## config.mk

```make
export PLATFORM = sky130hd
export DESIGN_NAME = apb_master_ctrl
export DESIGN_NICKNAME = d
export VERILOG_FILES = /design/src/rtl/apb_bridge_pkg.sv /design/src/rtl/apb_req_fifo.sv /design/src/rtl/apb_master_ctrl.sv
export SDC_FILE = /design/constraint.sdc
export NUM_CORES = 1
export LEC_CHECK = 0
export ABC_AREA = 1
export BUFFER_PORTS_ARGS = -buffer_cell sky130_fd_sc_hd__buf_2
export CORE_MARGIN = 4
export CORE_UTILIZATION = 30
export DETAILED_ROUTE_END_ITERATION = 8
export RECOVER_POWER = 100
export SYNTH_ARGS = -nofsm -noshare
export SYNTH_HDL_FRONTEND = slang
export SYNTH_SLANG_ARGS = --single-unit
```

## constraint.sdc

```tcl
create_clock -name clk -period 6.5 [get_ports clk]
set_input_delay 0.975 -clock clk [delete_from_list [all_inputs] [get_ports clk]]
set_output_delay 0.975 -clock clk [all_outputs]
set_load 0.01 [all_outputs]
```

## src/rtl/apb_bridge_pkg.sv

```systemverilog
// -----------------------------------------------------------------------------
// apb_bridge_pkg
//   Shared types and constants for the APB master side of the AHB-to-APB
//   bridge: FSM state encoding, slave region map, select decoder and the
//   buffered request record.
// -----------------------------------------------------------------------------
package apb_bridge_pkg;

  localparam int PKG_ADDR_W = 32;
  localparam int PKG_DATA_W = 32;
  localparam int NUM_SLV    = 4;

  typedef enum logic [1:0] {
    IDLE   = 2'd0,
    SETUP  = 2'd1,
    ACCESS = 2'd2,
    ERR    = 2'd3
  } state_t;

  // Region tags compared against addr[31:26]; entry i selects pselx[i].
  localparam logic [NUM_SLV-1:0][5:0] SLV_BASE = {
    6'b100011,  // 0x8C00_0000 - 0x8FFF_FFFF
    6'b100010,  // 0x8800_0000 - 0x8BFF_FFFF
    6'b100001,  // 0x8400_0000 - 0x87FF_FFFF
    6'b100000   // 0x8000_0000 - 0x83FF_FFFF
  };

  // One-hot slave select for an address; all zeros means no slave owns it.
  function automatic logic [NUM_SLV-1:0] decode_sel(input logic [PKG_ADDR_W-1:0] addr);
    logic [NUM_SLV-1:0] sel;
    sel = '0;
    for (int i = 0; i < NUM_SLV; i++)
      if (addr[31:26] == SLV_BASE[i]) sel[i] = 1'b1;
    return sel;
  endfunction

  typedef struct packed {
    logic [PKG_ADDR_W-1:0] addr;
    logic [PKG_DATA_W-1:0] wdata;
    logic                  write;
  } req_t;

endpackage

```

## src/rtl/apb_req_fifo.sv

```systemverilog
// -----------------------------------------------------------------------------
// apb_req_fifo
//   Synchronous show-ahead FIFO of request records between the AHB-slave
//   side and the APB sequencer.
//   clk, rst   : clock, synchronous active-high reset (empties the FIFO)
//   push/wr_req: write the record when not full
//   pop/rd_req : rd_req always shows the head; pop advances when not empty
//   full/empty/count : occupancy status, count is log2(DEPTH)+1 bits
// -----------------------------------------------------------------------------
module apb_req_fifo
  import apb_bridge_pkg::*;
#(
  parameter int DEPTH = 4
) (
  input  logic                   clk,
  input  logic                   rst,
  input  logic                   push,
  input  req_t                   wr_req,
  input  logic                   pop,
  output req_t                   rd_req,
  output logic                   full,
  output logic                   empty,
  output logic [$clog2(DEPTH):0] count
);

  localparam int PW = $clog2(DEPTH);

  req_t          mem [DEPTH];
  logic [PW-1:0] wr_ptr;
  logic [PW-1:0] rd_ptr;
  logic          do_push;
  logic          do_pop;

  assign do_push = push && !full;
  assign do_pop  = pop && !empty;

  // DEPTH is a power of two, so the pointers wrap by plain overflow.
  always_ff @(posedge clk) begin
    if (rst) begin
      wr_ptr <= '0;
      rd_ptr <= '0;
      count  <= '0;
    end else begin
      if (do_push) wr_ptr <= wr_ptr + 1'b1;
      if (do_pop)  rd_ptr <= rd_ptr + 1'b1;
      case ({do_push, do_pop})
        2'b10:   count <= count + 1'b1;
        2'b01:   count <= count - 1'b1;
        default: count <= count;
      endcase
    end
  end

  // Storage needs no reset: nothing reads an entry before it is written.
  always_ff @(posedge clk) begin
    if (do_push) mem[wr_ptr] <= wr_req;
  end

  assign rd_req = mem[rd_ptr];
  assign full   = (count == (PW+1)'(DEPTH));
  assign empty  = (count == '0);

endmodule

```

## src/rtl/apb_master_ctrl.sv

```systemverilog
// -----------------------------------------------------------------------------
// apb_master_ctrl
//   APB master of the AHB-to-APB bridge. Buffers single transfers offered on
//   a valid/ready interface, runs each one through APB SETUP and ACCESS
//   (fixed two cycles, no pready) and returns a one-cycle response.
//   clk, rst                  : clock, synchronous active-high reset
//   req_valid/req_ready       : request handshake (ready = FIFO not full)
//   req_addr/wdata/write      : request payload
//   rsp_valid/rsp_rdata/rsp_err : response pulse, read data, no-slave flag
//   paddr/pwdata/pwrite/penable/pselx : registered APB outputs
//   prdata                    : APB read data, sampled at end of ACCESS
//   busy                      : transfer in progress or requests buffered
// -----------------------------------------------------------------------------
module apb_master_ctrl
  import apb_bridge_pkg::*;
#(
  parameter int DEPTH  = 4,
  parameter int ADDR_W = 32,
  parameter int DATA_W = 32
) (
  input  logic              clk,
  input  logic              rst,
  input  logic              req_valid,
  output logic              req_ready,
  input  logic [ADDR_W-1:0] req_addr,
  input  logic [DATA_W-1:0] req_wdata,
  input  logic              req_write,
  output logic              rsp_valid,
  output logic [DATA_W-1:0] rsp_rdata,
  output logic              rsp_err,
  output logic [ADDR_W-1:0] paddr,
  output logic [DATA_W-1:0] pwdata,
  output logic              pwrite,
  output logic              penable,
  output logic [3:0]        pselx,
  input  logic [DATA_W-1:0] prdata,
  output logic              busy
);

  state_t                 state;
  state_t                 state_nxt;
  req_t                   wr_req;
  req_t                   head;
  logic                   full;
  logic                   empty;
  logic [$clog2(DEPTH):0] count;
  logic                   push;
  logic                   pop;
  logic [3:0]             head_sel;

  logic [ADDR_W-1:0]      paddr_nxt;
  logic [DATA_W-1:0]      pwdata_nxt;
  logic                   pwrite_nxt;
  logic                   penable_nxt;
  logic [3:0]             pselx_nxt;

  // No pop bypass: a full FIFO refuses even when the head leaves this cycle.
  assign req_ready = !full && !rst;
  assign push      = req_valid && req_ready;

  assign wr_req.addr  = req_addr;
  assign wr_req.wdata = req_wdata;
  assign wr_req.write = req_write;

  apb_req_fifo #(
    .DEPTH (DEPTH)
  ) u_fifo (
    .clk    (clk),
    .rst    (rst),
    .push   (push),
    .wr_req (wr_req),
    .pop    (pop),
    .rd_req (head),
    .full   (full),
    .empty  (empty),
    .count  (count)
  );

  assign head_sel = decode_sel(head.addr);

  // Next-state and next APB values. IDLE, ACCESS and ERR all end a slot, so
  // each may pop the head directly; that is what gives back-to-back SETUP.
  // paddr/pwdata/pwrite only load for a decodable head and otherwise hold.
  always_comb begin
    state_nxt   = state;
    pop         = 1'b0;
    paddr_nxt   = paddr;
    pwdata_nxt  = pwdata;
    pwrite_nxt  = pwrite;
    penable_nxt = 1'b0;
    pselx_nxt   = 4'b0000;
    case (state)
      SETUP: begin
        state_nxt   = ACCESS;
        pselx_nxt   = pselx;
        penable_nxt = 1'b1;
      end
      IDLE, ACCESS, ERR: begin
        state_nxt = IDLE;
        if (!empty) begin
          pop = 1'b1;
          if (head_sel != 4'b0000) begin
            state_nxt  = SETUP;
            pselx_nxt  = head_sel;
            paddr_nxt  = head.addr;
            pwdata_nxt = head.wdata;
            pwrite_nxt = head.write;
          end else begin
            state_nxt = ERR;
          end
        end
      end
      default: state_nxt = IDLE;
    endcase
  end

  always_ff @(posedge clk) begin
    if (rst) begin
      state   <= IDLE;
      paddr   <= '0;
      pwdata  <= '0;
      pwrite  <= 1'b0;
      penable <= 1'b0;
      pselx   <= 4'b0000;
    end else begin
      state   <= state_nxt;
      paddr   <= paddr_nxt;
      pwdata  <= pwdata_nxt;
      pwrite  <= pwrite_nxt;
      penable <= penable_nxt;
      pselx   <= pselx_nxt;
    end
  end

  // Response is registered off the slot just finishing: ACCESS captures
  // prdata (reads only), ERR reports the unmapped address.
  always_ff @(posedge clk) begin
    if (rst) begin
      rsp_valid <= 1'b0;
      rsp_err   <= 1'b0;
      rsp_rdata <= '0;
    end else begin
      rsp_valid <= (state == ACCESS) || (state == ERR);
      rsp_err   <= (state == ERR);
      rsp_rdata <= ((state == ACCESS) && !pwrite) ? prdata : '0;
    end
  end

  assign busy = (state != IDLE) || (count != '0);

endmodule

```

**Word level (Yosys, flattened, before mapping)**

Memories as Yosys holds them, arrays and structs flattened. A register that Yosys moved wholly into a read port is not among the register bits.
Index checks and enable logic that the tools add are counted.

- Bitwise logic cells: 2
- Add/sub/neg operators: 4
- Order comparisons: 0
- Reduce and logical (&&, ||, !) cells: 20
- Equal/unequal tests: 10
- Div/mod/pow operators: 0
- Muxes and demuxes: 18
- Shift-type cells: 0
- Multipliers: 0

Operators with widths:

| operator | number |
|---|---|
| equality test 6 bit, second input constant | 4 |
| two-way mux 4 bit | 3 |
| two-way mux 1 bit | 9 |
| two-way mux 2 bit | 4 |
| equality test 2 bit, second input constant | 3 |
| case mux 3 bit (2 select lines) | 1 |
| logical AND 1 bit | 5 |
| adder 2 x 1 -> 2 bit, second input constant | 2 |
| equality test 2 x 1 -> 1 bit, second input constant | 2 |
| logical NOT 1 bit | 4 |
| case mux 2 bit (2 select lines) | 1 |
| nonzero test 2 bit | 2 |
| nonzero test 4 bit | 1 |
| adder 3 x 1 -> 3 bit, second input constant | 1 |
| equality test 3 bit, second input constant | 1 |
| logical NOT 3 bit | 1 |
| AND reduction 3 bit | 1 |
| nonzero test 3 bit | 1 |
| OR reduction 3 bit | 1 |
| subtractor 3 x 1 -> 3 bit, second input constant | 1 |
| logical NOT 2 bit | 1 |
| logical OR 1 bit | 2 |
| NOT 1 bit | 2 |
| OR reduction 2 bit | 1 |

- Input bits: 100
- Output and inout bits: 106
- Memory bits (read-only): 0
- Logic and storage cells: 67
- Memories: 1
- Latch bits: 0
- Bits in registers: 113
- RAM bits: 260

Memory list:

| name | depth | bits a word | read ports | clocked after Yosys merged registers in | write ports | line | source |
|---|---|---|---|---|---|---|---|
| u_fifo.mem | 4 | 65 | 1 | 1 | 1 | apb_req_fifo.sv:28 | `req_t mem [DEPTH];` |

**Longest topological paths before layout**

Gate-level depths: netlist of the first run.

- Word-level depth: 7
- Gate-level depth with buffers: 11

**Cells and area by module**

Synthesis of the first run repeated with hierarchy kept, for this count alone.

- Cell total of the unflattened synthesis: 1247
- Area total of the unflattened synthesis: 14352.5 um^2

By module, submodules not included:

| module | instances | area an instance (um^2) | sequential area each (um^2) | cells an instance |
|---|---|---|---|---|
| apb_req_fifo | 1 | 10460.0 | 7987.7 | 699 |
| apb_master_ctrl | 1 | 3892.5 | 2122.0 | 548 |

**Worst setup path after synthesis of the first run**

Ideal clock, no wire load.

- Path kind: input to register
- Start point: input port rst
- End point: memory u_fifo.mem[0][0] in the netlist's numbering, enable pin
- Stages on the path: 4
- Path slack: 1643 ps
- Arrival time: 4369 ps
- Buffers on the path: 1
- Path through: buf_2 -> a21oi_1 -> nand2_1 -> nor2_1

- Cells in the longest elaborated chain, start to end: 6

Ends and longest elaborated chain:

| item | line | source |
|---|---|---|
| from (decl) | apb_master_ctrl.sv:22 | `input logic rst,` |
| logical NOT 1 bit | apb_master_ctrl.sv:58 | `assign req_ready = !full && !rst;` |
| logical AND 1 bit | apb_master_ctrl.sv:58 |  |
| named net req_ready | apb_master_ctrl.sv:24 | `output logic req_ready,` |
| logical AND 1 bit | apb_master_ctrl.sv:59 | `assign push = req_valid && req_ready;` |
| logical AND 1 bit | apb_req_fifo.sv:34 | `assign do_push = push && !full;` |
| two-way mux 1 bit | apb_req_fifo.sv:56 | `if (do_push) mem[wr_ptr] <= wr_req;` |
| two-way mux 1 bit (not written as such) | apb_req_fifo.sv:56 |  |
| to (decl) | apb_req_fifo.sv:28 |  |

The timed path passes the listed nets, and every way through them passes these cells.

**Worst setup path in the final report of the first run**

- Start point: input port rst
- End point: memory u_fifo.mem[2][11] in the netlist's numbering, enable pin

- Cells in the longest elaborated chain, start to end: 6

Ends and longest elaborated chain:

| item | line |
|---|---|
| logical NOT 1 bit | apb_master_ctrl.sv:58 |
| logical AND 1 bit | apb_master_ctrl.sv:58 |
| logical AND 1 bit | apb_master_ctrl.sv:59 |
| logical AND 1 bit | apb_req_fifo.sv:34 |
| two-way mux 1 bit | apb_req_fifo.sv:56 |
| two-way mux 1 bit (not written as such) | apb_req_fifo.sv:56 |

No other way between the ends.

==> results.txt, run 1 <==
The flow ran to the end, but the final reports show violations. The maximum achievable frequency is 0.2157 GHz. The global-route wire length before repair is a little over 50000 um. VDD sags by at most around 190 uV. The per-cell via count in the routed design is approximately 4.4. The H-tree was split into 2 levels. Setup repair after global routing left no endpoint under its margin. Summed over all cells, the static leakage comes to approximately 6.2 nW.

The average routed wire per standard cell is between 15 and 20 um. The post-synthesis net count is roughly 1300. The die is 222.4 um wide. The share of flip-flops with an asynchronous set or reset is 0%. The detailed-router iteration count before antenna repair came out at 5. The number of ports placed on the die boundary came out at 206. TritonCTS created 40 clock buffers. The prevailing post-synth register cell is sky130_fd_sc_hd__edfxtp_1.

The final standard cell count with taps included and fillers excluded came out at 2046. Internal power comes to ~4.6 mW. The number of buffers added to fix hold violations after cts came out at 0. At the worst endpoint, the required time is 6.68 ns. The count of nets after finishing is around 1500.

The sum of buffers and inverters on the critical path is 2. The post-CTS setup-driven buffer insertion count is 0. In the routed design, unresolved DRC markers number 0. The max-slew headroom at the worst pin came out at -133.0%. At the pin with the least slew margin, the transition time is 3.495 ns.

The tool flagged a number of max-cap violations equal to 4. Yosys mapped a number of flops with a built-in enable equal to between 200 and 300. The period utilization came out at 71.33%. Timing analysis after detailed placement gives a worst setup slack of ~2.8 ns. The final hold violation count came to 0. Walking the worst path, the cells encountered are clkbuf_1 > a21oi_1 > nand2_1 > nor2_1 > buf_4.

The synthesized area came out at between 10000 and 15000 um^2. The number of cell rows is 78. The count of clock tree sinks came out at between 300 and 400. The worst setup path is captured at a register. The number of input and output port buffers inserted came out at 205. The largest fanout on the critical path came out at 33. The worst-path cell with the longest stage delay is sky130_fd_sc_hd__nor2_1. The number of flip-flops and latches in the synthesized netlist came out at 375. Summed over all instances, the cell type with the most area after synthesis is sky130_fd_sc_hd__edfxtp_1. The CTS tree is yes.

The clock skew after layout came out at between 0.015 and 0.02 ns. The via count of the first global-routing pass came to between 8000 and 9000. The register share of total power is between 40% and 50%. Global routing consumed, over all layers together, 13.21% of the routing resources.

The routed design has roughly 33000 um of wire. The post-cts sizing count is 0. For this run the aggregate overflow at the end of global routing stands at 0. The count of pins over their slew limit came out at around 200. The total via count after detailed routing came out at between 9000 and 10000. Across all setup checks in the final design, the least slack found is between 1.5 and 2 ns. The net switching component of the power is roughly 2.2 mW. The distinct cell type count of the synthesized netlist came out at 23. The count of warnings emitted by yosys came out at 0. For the finished layout, the period the worst path requires is between 4 and 5 ns. The critical path in this run is classified as in2reg. STA classifies the critical path startpoint as an input port. The largest net degree at the start of global routing is 101. The post-layout utilization of the core is about 36%.

The placeable core area came out at between 40000 and 50000 um^2. The initial utilization of the core area, before any placement, comes to 30.40%. The synthesized design devotes to its leading area cell type a little under three fifths of total area. The post-route antenna net violation count came out at 0.

The power density relative to cell area came out at ~420 nW/um^2. After clock tree synthesis, the clock-pin slew on the worst setup and hold paths is 0.06 ns. The initial antenna violation count is 6. Yosys attributes the largest share of cell area to sky130_fd_sc_hd__edfxtp_1 57%, sky130_fd_sc_hd__dfxtp_1 17%, sky130_fd_sc_hd__nor2_1 8.0%.

The final weighted congestion of routability-driven global placement is 0.7523. Combinational cells account for 23.2% of the total power. The number of setup violations in the final report came out at 0.

In this run switching power makes up between 30% and 40% of total power. The detailed placement HPWL came out at 20530 um. For this run, the slowest stage of the critical path takes 2.32 ns. Fill cells in the final layout number around 4500. The total die area came out at roughly 49000 um^2. The die extent in y is 222.4 um.

The cell count after synthesis is 1221. Cells with a size suffix above 1 make up about 7.4% of the layout. Among all cell types in the netlist, the one instantiated most often is sky130_fd_sc_hd__nor2_1.

The signed area change from the synthesized netlist to the final layout came out at 19.06%. The kind of cell adding the most delay to the critical path is simple AND/OR/NAND/NOR gates. The clock insertion delay at the later pin of the skew report is around 0.55 ns. The tightest min-delay check is of the reg2reg type. The clock network accounts for between 30% and 40% of the total power. The number of instances in the placed design is 1972. The buffer depth of the longest clock path came out at 3.

STA puts the critical path data arrival time at a little under 5 ns. Clock tree synthesis selected as its root buffer the cell sky130_fd_sc_hd__clkbuf_16. The final reports fail on capacitance limit, slew limit. The fraction of the yosys area taken by sequential cells came out at between 70% and 80%. The detailed router's first-iteration violation count is around 660.

The synthesized area per cell came out at about 11 um^2. The setup TNS after final layout came out at 0 ns. The commonest cells after synthesis are 294 x sky130_fd_sc_hd__nor2_1, 260 x sky130_fd_sc_hd__edfxtp_1, 148 x sky130_fd_sc_hd__nand2_1, 125 x sky130_fd_sc_hd__o21ai_0.
power groups by stage:
stage | registers (mW) | logic (mW) | clock network, mW
3_3_place_gp | 3.03 | 1.64 | 0
4_1_cts | 2.99 | 1.68 | 2.32
6_report | 2.99 | 1.58 | 2.25
5_1_grt | 3.03 | 1.82 | 2.42
3_5_place_dp | 3.04 | 1.67 | 0
2_1_floorplan | 3.08 | 1.04 | 0
flip-flops by register name, summed over array words and instances (netlist names), 2 cells and up, named ones only:
name / cells
u_fifo.wr_ptr: 2
paddr: 32
rsp_rdata: 32
state: 2
u_fifo.rd_ptr: 2
pwdata: 32
u_fifo.mem: 260
pselx: 4
u_fifo.count: 3
final timing paths:
kind	start	endpoint	slack, ns	depth (start not counted)
worst max-delay path	rst	u_fifo.mem[2][11]$_DFFE_PP_	1.86	5
worst min-delay path	paddr[31]$_SDFFE_PP0P_	paddr[31]$_SDFFE_PP0P_	0.46	2
worst min register to register	paddr[31]$_SDFFE_PP0P_	paddr[31]$_SDFFE_PP0P_	0.46	2
worst max register to register	register	paddr[4]$_SDFFE_PP0P_	2.10	9
logic make-up (layout without fill, tap and decap cells):
group	after synthesis	count (layout)	synth area share, %
other cells	0	1	0
fa+ha+maj	6	6	0.5986
compound gates	194	194	7.574
flops	375	375	73.29
simple gates	464	464	13.04
buf+inv	182	406	5.497
through the flow:
stage	power, mW	hold WS [ns]	cell area (um^2)
4_1_cts	6.991	0.4577	16660
3_3_place_gp	4.675	0.4408	15370
6_report	6.823	0.4570	16420
5_1_grt	7.270	0.4738	16420
3_5_place_dp	4.706	0.4440	15370
2_1_floorplan	4.120	0.4364	13790
cell usage in the layout, fill, tap and decap left out, types with 2 or more instances in the layout:
cell,count
sky130_fd_sc_hd__inv_4,2
sky130_fd_sc_hd__bufinv_16,4
sky130_fd_sc_hd__nor3_1,2
sky130_fd_sc_hd__clkinv_2,5
sky130_fd_sc_hd__clkbuf_16,40
sky130_fd_sc_hd__edfxtp_1,260
sky130_fd_sc_hd__a21oi_1,10
sky130_fd_sc_hd__clkbuf_8,3
sky130_fd_sc_hd__clkbuf_1,184
sky130_fd_sc_hd__buf_4,5
sky130_fd_sc_hd__clkinv_1,6
sky130_fd_sc_hd__inv_1,116
sky130_fd_sc_hd__clkbuf_2,3
sky130_fd_sc_hd__nand2_1,148
sky130_fd_sc_hd__o21ai_0,125
sky130_fd_sc_hd__nor2_4,4
sky130_fd_sc_hd__nor2_1,291
sky130_fd_sc_hd__ha_1,5
sky130_fd_sc_hd__buf_2,34
sky130_fd_sc_hd__nand3_1,16
sky130_fd_sc_hd__inv_6,2
sky130_fd_sc_hd__o22ai_1,59
sky130_fd_sc_hd__dfxtp_1,114
layout make-up:
type	instances	area [um^2]	share of cell area (%)
sequential	375	10110	61.58
clock buffer	55	1089	6.628
timing repair buffer	214	867.1	5.280
clock inverter	18	205.2	1.249
antenna	1	2.502	0.01524
multi-input combinational	664	2944	17.93
inverter	119	451.7	2.750
tap	600	750.7	4.571
worst register-to-register path: stages, from the launching register on:
cell	delay (ns)
sky130_fd_sc_hd__dfxtp_1	1.02
sky130_fd_sc_hd__buf_4	0.51
sky130_fd_sc_hd__inv_4	0.37
sky130_fd_sc_hd__nor2_1	0.19
sky130_fd_sc_hd__nand3_1	0.08
sky130_fd_sc_hd__nand3_1	0.16
sky130_fd_sc_hd__nand3_4	0.50
sky130_fd_sc_hd__clkbuf_2	0.97
sky130_fd_sc_hd__nor2_1	0.40
sky130_fd_sc_hd__nor2_1	0.09
layer usage:
| metal | vias up | global-route usage [%] | share of wire, % |
|---|---|---|---|
| li1 | 4463 | - | - |
| met1 | 4288 | 16.36 | 42 |
| met2 | 210 | 22.95 | 50 |
| met3 | 57 | 3.646 | 5.8 |
| met4 | 8 | 3.321 | 1.8 |
| met5 | - | 0 | 0.16 |
(Power assumes the default switching activity.)
==> run 2, diff against run 1 <==
--- a/config.mk
+++ b/config.mk
@@ -5,7 +5,7 @@
 export SDC_FILE = /design/constraint.sdc
 export NUM_CORES = 1
 export LEC_CHECK = 0
-export ABC_AREA = 1
+export ABC_AREA = 0
 export BUFFER_PORTS_ARGS = -buffer_cell sky130_fd_sc_hd__buf_2
 export CORE_MARGIN = 4
 export CORE_UTILIZATION = 30
==> constraint.sdc (replaced) <==
create_clock -name clk -period 4.87 [get_ports clk]
set_input_delay 0.7305 -clock clk [delete_from_list [all_inputs] [get_ports clk]]
set_output_delay 0.7305 -clock clk [all_outputs]
set_load 0.01 [all_outputs]
==> run 2 against run 1 <==
Against the previous run:
- the flow still finishes with violations (capacitance limit, slew limit)
- count of clock-buffer cells in the layout up 9
- setup slack worse by 0.38 ns
- first-iteration DRC count down 42%
- critical path type is now reg2reg
- critical endpoint is now pselx[2]$_SDFFE_PP0N_
- largest cell class unchanged
==> results.txt, run 2 <==
The flow ran to the end, but the final reports show violations. The horizontal die dimension came out at 222.3 um (about the same). The number of flip-flops and latches in the synthesized netlist is 375 (unchanged). The global routing stage identified its most utilized layer as met2. The setup TNS after final layout came to 0 ns (unchanged).

The leakage component of the power is 5.744 nW (-7.4%). The number of flops mapped to enable cells by yosys came out at 260 (unchanged). The count of nets after finishing came out at 1092 (-28%). The number of setup violations in the final report was 0 (unchanged). The final standard cell count with taps included and fillers excluded came to 1621 (-21%).

The die extent in y is 222.3 um (about the same). The data arrival time of the worst path came to 3.78 ns (-1.04 ns). The number of DRC violations after detailed routing came to 0 (unchanged). The portion of synthesized cell area occupied by the leading cell type is 56.67% (+0.072 points). The placeable core area came out at 45380 um^2 (unchanged). The instance area after placement is 15440 um^2 (+0.50%). The average routed wire per standard cell came out at 18.10 um (+11%). The post-cts sizing count is 0 (unchanged). The buffer depth of the longest clock path is 3 (unchanged).

The transition at the pin with the smallest max-transition slack is 1.853 ns (-1.642 ns). The via count of the first global-routing pass is 7419 (-16%). The final hold violation count came out at 0 (unchanged). The maximum achievable frequency came out at a little under 0.3 GHz. The maximum level of the CTS H-tree was 2 (unchanged). The area used by multi-input combinational logic is 3452 um^2 (+17%). The share of flip-flops with an asynchronous set or reset is 0% (unchanged). Counting I/O delays and the setup requirement, the final critical path takes ~3.4 ns. Among all stages on the critical path, the largest delay is contributed by sky130_fd_sc_hd__dfxtp_1. The maximum VDD drop was 212.2 uV (+14%). Traced cell by cell, the critical path runs through buf_4 > nor3_1 > o31ai_4 > buf_4 > o21ai_0.

The max-slew headroom at the worst pin came out at -23.52% (+110 points). The number of instances in the placed design came to 1542 (-22%). The stage delay of the slowest cell on the critical path is 1.39 ns (-0.93 ns). The total via count after detailed routing was 7076 (-22%). In this run the clock root is driven by a sky130_fd_sc_hd__clkbuf_16. The per-cell via count in the routed design was 4.365 (-1.1%). The global-route wire length before repair came out at 44620 um (-14%). The period utilization is between 60% and 70%.

In this design, the critical path's most frequently occurring cell is sky130_fd_sc_hd__buf_4. By startpoint and endpoint, the worst setup path is classified as reg2reg. The clock slew seen by the registers of the worst setup and hold paths came out at 0.06 ns (about the same). The post-synthesis net count is 877 (-34%). The clock insertion delay at the later pin of the skew report came to 0.55 ns (about the same).

The cell count after synthesis came out at 771 (-37%). The most frequent cell after synthesis is sky130_fd_sc_hd__edfxtp_1. The total wire length came out at 29340 um (-12%). The endpoint kind of the worst setup timing path is a register. The top cell type by total area after synthesis is sky130_fd_sc_hd__edfxtp_1.

Sorting the synthesized cells by how often they occur yields 260 x sky130_fd_sc_hd__edfxtp_1, 126 x sky130_fd_sc_hd__nand2b_1, 115 x sky130_fd_sc_hd__dfxtp_1, 61 x sky130_fd_sc_hd__mux2i_1, 61 x sky130_fd_sc_hd__mux4_2. The detailed placement HPWL came out at 17880 um (-13%). The CTS tree is yes. The prevailing post-synth register cell is sky130_fd_sc_hd__edfxtp_1. In the layout the commonest cells are 260 x sky130_fd_sc_hd__edfxtp_1, 184 x sky130_fd_sc_hd__clkbuf_1, 126 x sky130_fd_sc_hd__nand2b_1. Setup repair after global routing left no endpoint under its margin. The data required time at the worst endpoint is 5.26 ns (-1.42 ns). The initial antenna violation count is 10 (+4). The post-route antenna net violation count came out at 0 (unchanged). The detailed router's first-iteration violation count is 379 (-42%). The number of ports placed on the die boundary came out at 206 (unchanged). The sum of buffers and inverters on the critical path was 2 (unchanged). The count of clock tree sinks is 375 (unchanged). The final reports fail on capacitance limit, slew limit. The post-CTS setup-driven buffer insertion count came out at 0 (unchanged).

The reported max-cap violation count is 5 (+1). Ranked by total cell area, the synthesized netlist is headed by sky130_fd_sc_hd__edfxtp_1 57%, sky130_fd_sc_hd__dfxtp_1 17%, sky130_fd_sc_hd__mux4_2 10%. The synthesized area per cell came to 17.87 um^2 (+58%).

The initial standard-cell utilization of the core is 30.36% (-0.039 points). The total die area came to 49420 um^2 (-0.13%). The fraction of the yosys area taken by sequential cells is 73.38% (+0.093 points). The number of buffers created by CTS is 42 (+5.0%). The flip-flop count of the largest register after layout came to 260 (unchanged). The detailed-router iteration count before antenna repair is 4 (-1). The power density relative to cell area came out at 473.7 nW/um^2 (+14%). The largest fanout on the critical path is 38 (+15%). The kind of cell with the highest combined delay along the critical path is flip-flops. The tightest min-delay check is of the in2reg type.

The distinct cell type count of the synthesized netlist is 33 (+43%). The count of filler cells inserted in the layout is 4355 (-4.0%). The largest net degree at the start of global routing is 81 (-20%). The signed area change from the synthesized netlist to the final layout came out at 20.17%. The total global routing overflow came to 0 (unchanged). The clock skew after layout is 0.01805 ns (+0.002943 ns). The number of input and output port buffers inserted is 205 (unchanged). The final weighted congestion of routability-driven global placement is 0.7449 (-0.98%). The final design instance area without fill is 16560 um^2 (+0.81%). The worst setup path is launched from a register.

The layout cell share with drive strength beyond 1 came out at 16.78% (+9.4 points). u_fifo.mem holds more flip-flops than any other register. The routing usage on met2 came to 18.18% (-4.8 points). The register area is 10110 um^2 (unchanged). The global routing usage summed across all routing layers is 11.61% (-1.6 points). The number of buffers added to fix hold violations after cts is 0 (unchanged).

The synthesized area came to 13780 um^2 (-0.13%). The number of cell rows was 78 (unchanged). The met1 demand-to-capacity share in global routing came out at 14.90% (-1.5 points). The library cell used most frequently in the layout, excluding fill and tap cells, is sky130_fd_sc_hd__edfxtp_1. The global-route track usage on met3 was 4.611% (+0.96 points).

The count of warnings emitted by yosys came out at 0 (unchanged). The count of pins over their slew limit came out at 288 (+41%).
## run 2: cell count changes in the layout (fill, tap and decap cells not counted), moves of 15 or more
cell,before,now
sky130_fd_sc_hd__and2_0,0,20
sky130_fd_sc_hd__inv_1,116,9
sky130_fd_sc_hd__mux2i_1,0,61
sky130_fd_sc_hd__mux4_2,0,61
sky130_fd_sc_hd__nand2_1,148,7
sky130_fd_sc_hd__nand2b_1,0,126
sky130_fd_sc_hd__nand3_1,16,1
sky130_fd_sc_hd__nor2_1,291,9
sky130_fd_sc_hd__o21ai_0,125,3
sky130_fd_sc_hd__o22ai_1,59,1
## run 2: metrics by stage
| stage | utilization (%) | hold WS, ns | power (mW) | setup WS, ns |
|---|---|---|---|---|
| 2_1_floorplan | - | 0.4694 | 4.560 | 1.412 |
| 3_3_place_gp | 34.03 | 0.4358 | 4.926 | 1.567 |
| 3_5_place_dp | 34.03 | 0.4415 | 4.944 | 1.441 |
| 4_1_cts | 36.98 | 0.3392 | 8.032 | 2.031 |
| 5_1_grt | 36.47 | 0.3504 | 8.242 | 1.020 |
| 6_report | 36.48 | 0.3905 | 7.843 | 1.487 |
## run 2: path summary, 6_finish.rpt
path                          start                  endpoint  slack (ns)  depth (start not counted)
min reg2reg  paddr[31]$_SDFFE_PP0P_    paddr[31]$_SDFFE_PP0P_        0.45                          2
max reg2reg                register     pselx[2]$_SDFFE_PP0N_        1.49                          5
max                        register     pselx[2]$_SDFFE_PP0N_        1.49                          5
min                      prdata[19]  rsp_rdata[19]$_SDFF_PP0_        0.39                          2
## run 2: cells by family (layout without fill, tap and decap cells)
group	count (synthesis)	in the layout	share of synthesized area, %
AO/OA/AOI/OAI	14	14	0.6176
XOR/XNOR	5	5	0.3179
adder cells (fa/ha/maj)	6	6	0.5994
buffers and inverters	50	298	1.698
flip-flops	375	375	73.38
multiplexers	122	122	14.40
other	0	2	0
AND/OR/NAND/NOR	199	199	8.982
## run 2: where the power goes
part,switching (mW),internal (mW),total [mW]
clock network,1.22,1.81,3.03
registers,0.126,3.62,3.74
logic,0.562,0.509,1.07
total,1.91,5.93,7.84
## run 2: layout make-up
class                           instances  area share [%]
Antenna cell                            2         0.03023
Clock buffer                           64           7.482
Clock inverter                         13          0.5970
Inverter                                9          0.2041
Multi-Input combinational cell        346           20.85
Sequential cell                       375           61.09
Tap cell                              600           4.534
Timing Repair Buffer                  212           5.215
## run 2: per-layer routing
layer,part of all wire [%],vias up
li1,-,3305
met1,43,3508
met2,46,200
met3,8.4,51
met4,2.1,12
met5,0.29,-
## run 2: worst reg2reg max path, stage by stage, from the launching register on
cell                      delay (ns)
sky130_fd_sc_hd__dfxtp_1        1.39
sky130_fd_sc_hd__buf_4          0.59
sky130_fd_sc_hd__nor3_1         0.20
sky130_fd_sc_hd__o31ai_4        0.25
sky130_fd_sc_hd__buf_4          0.57
sky130_fd_sc_hd__o21ai_0        0.24
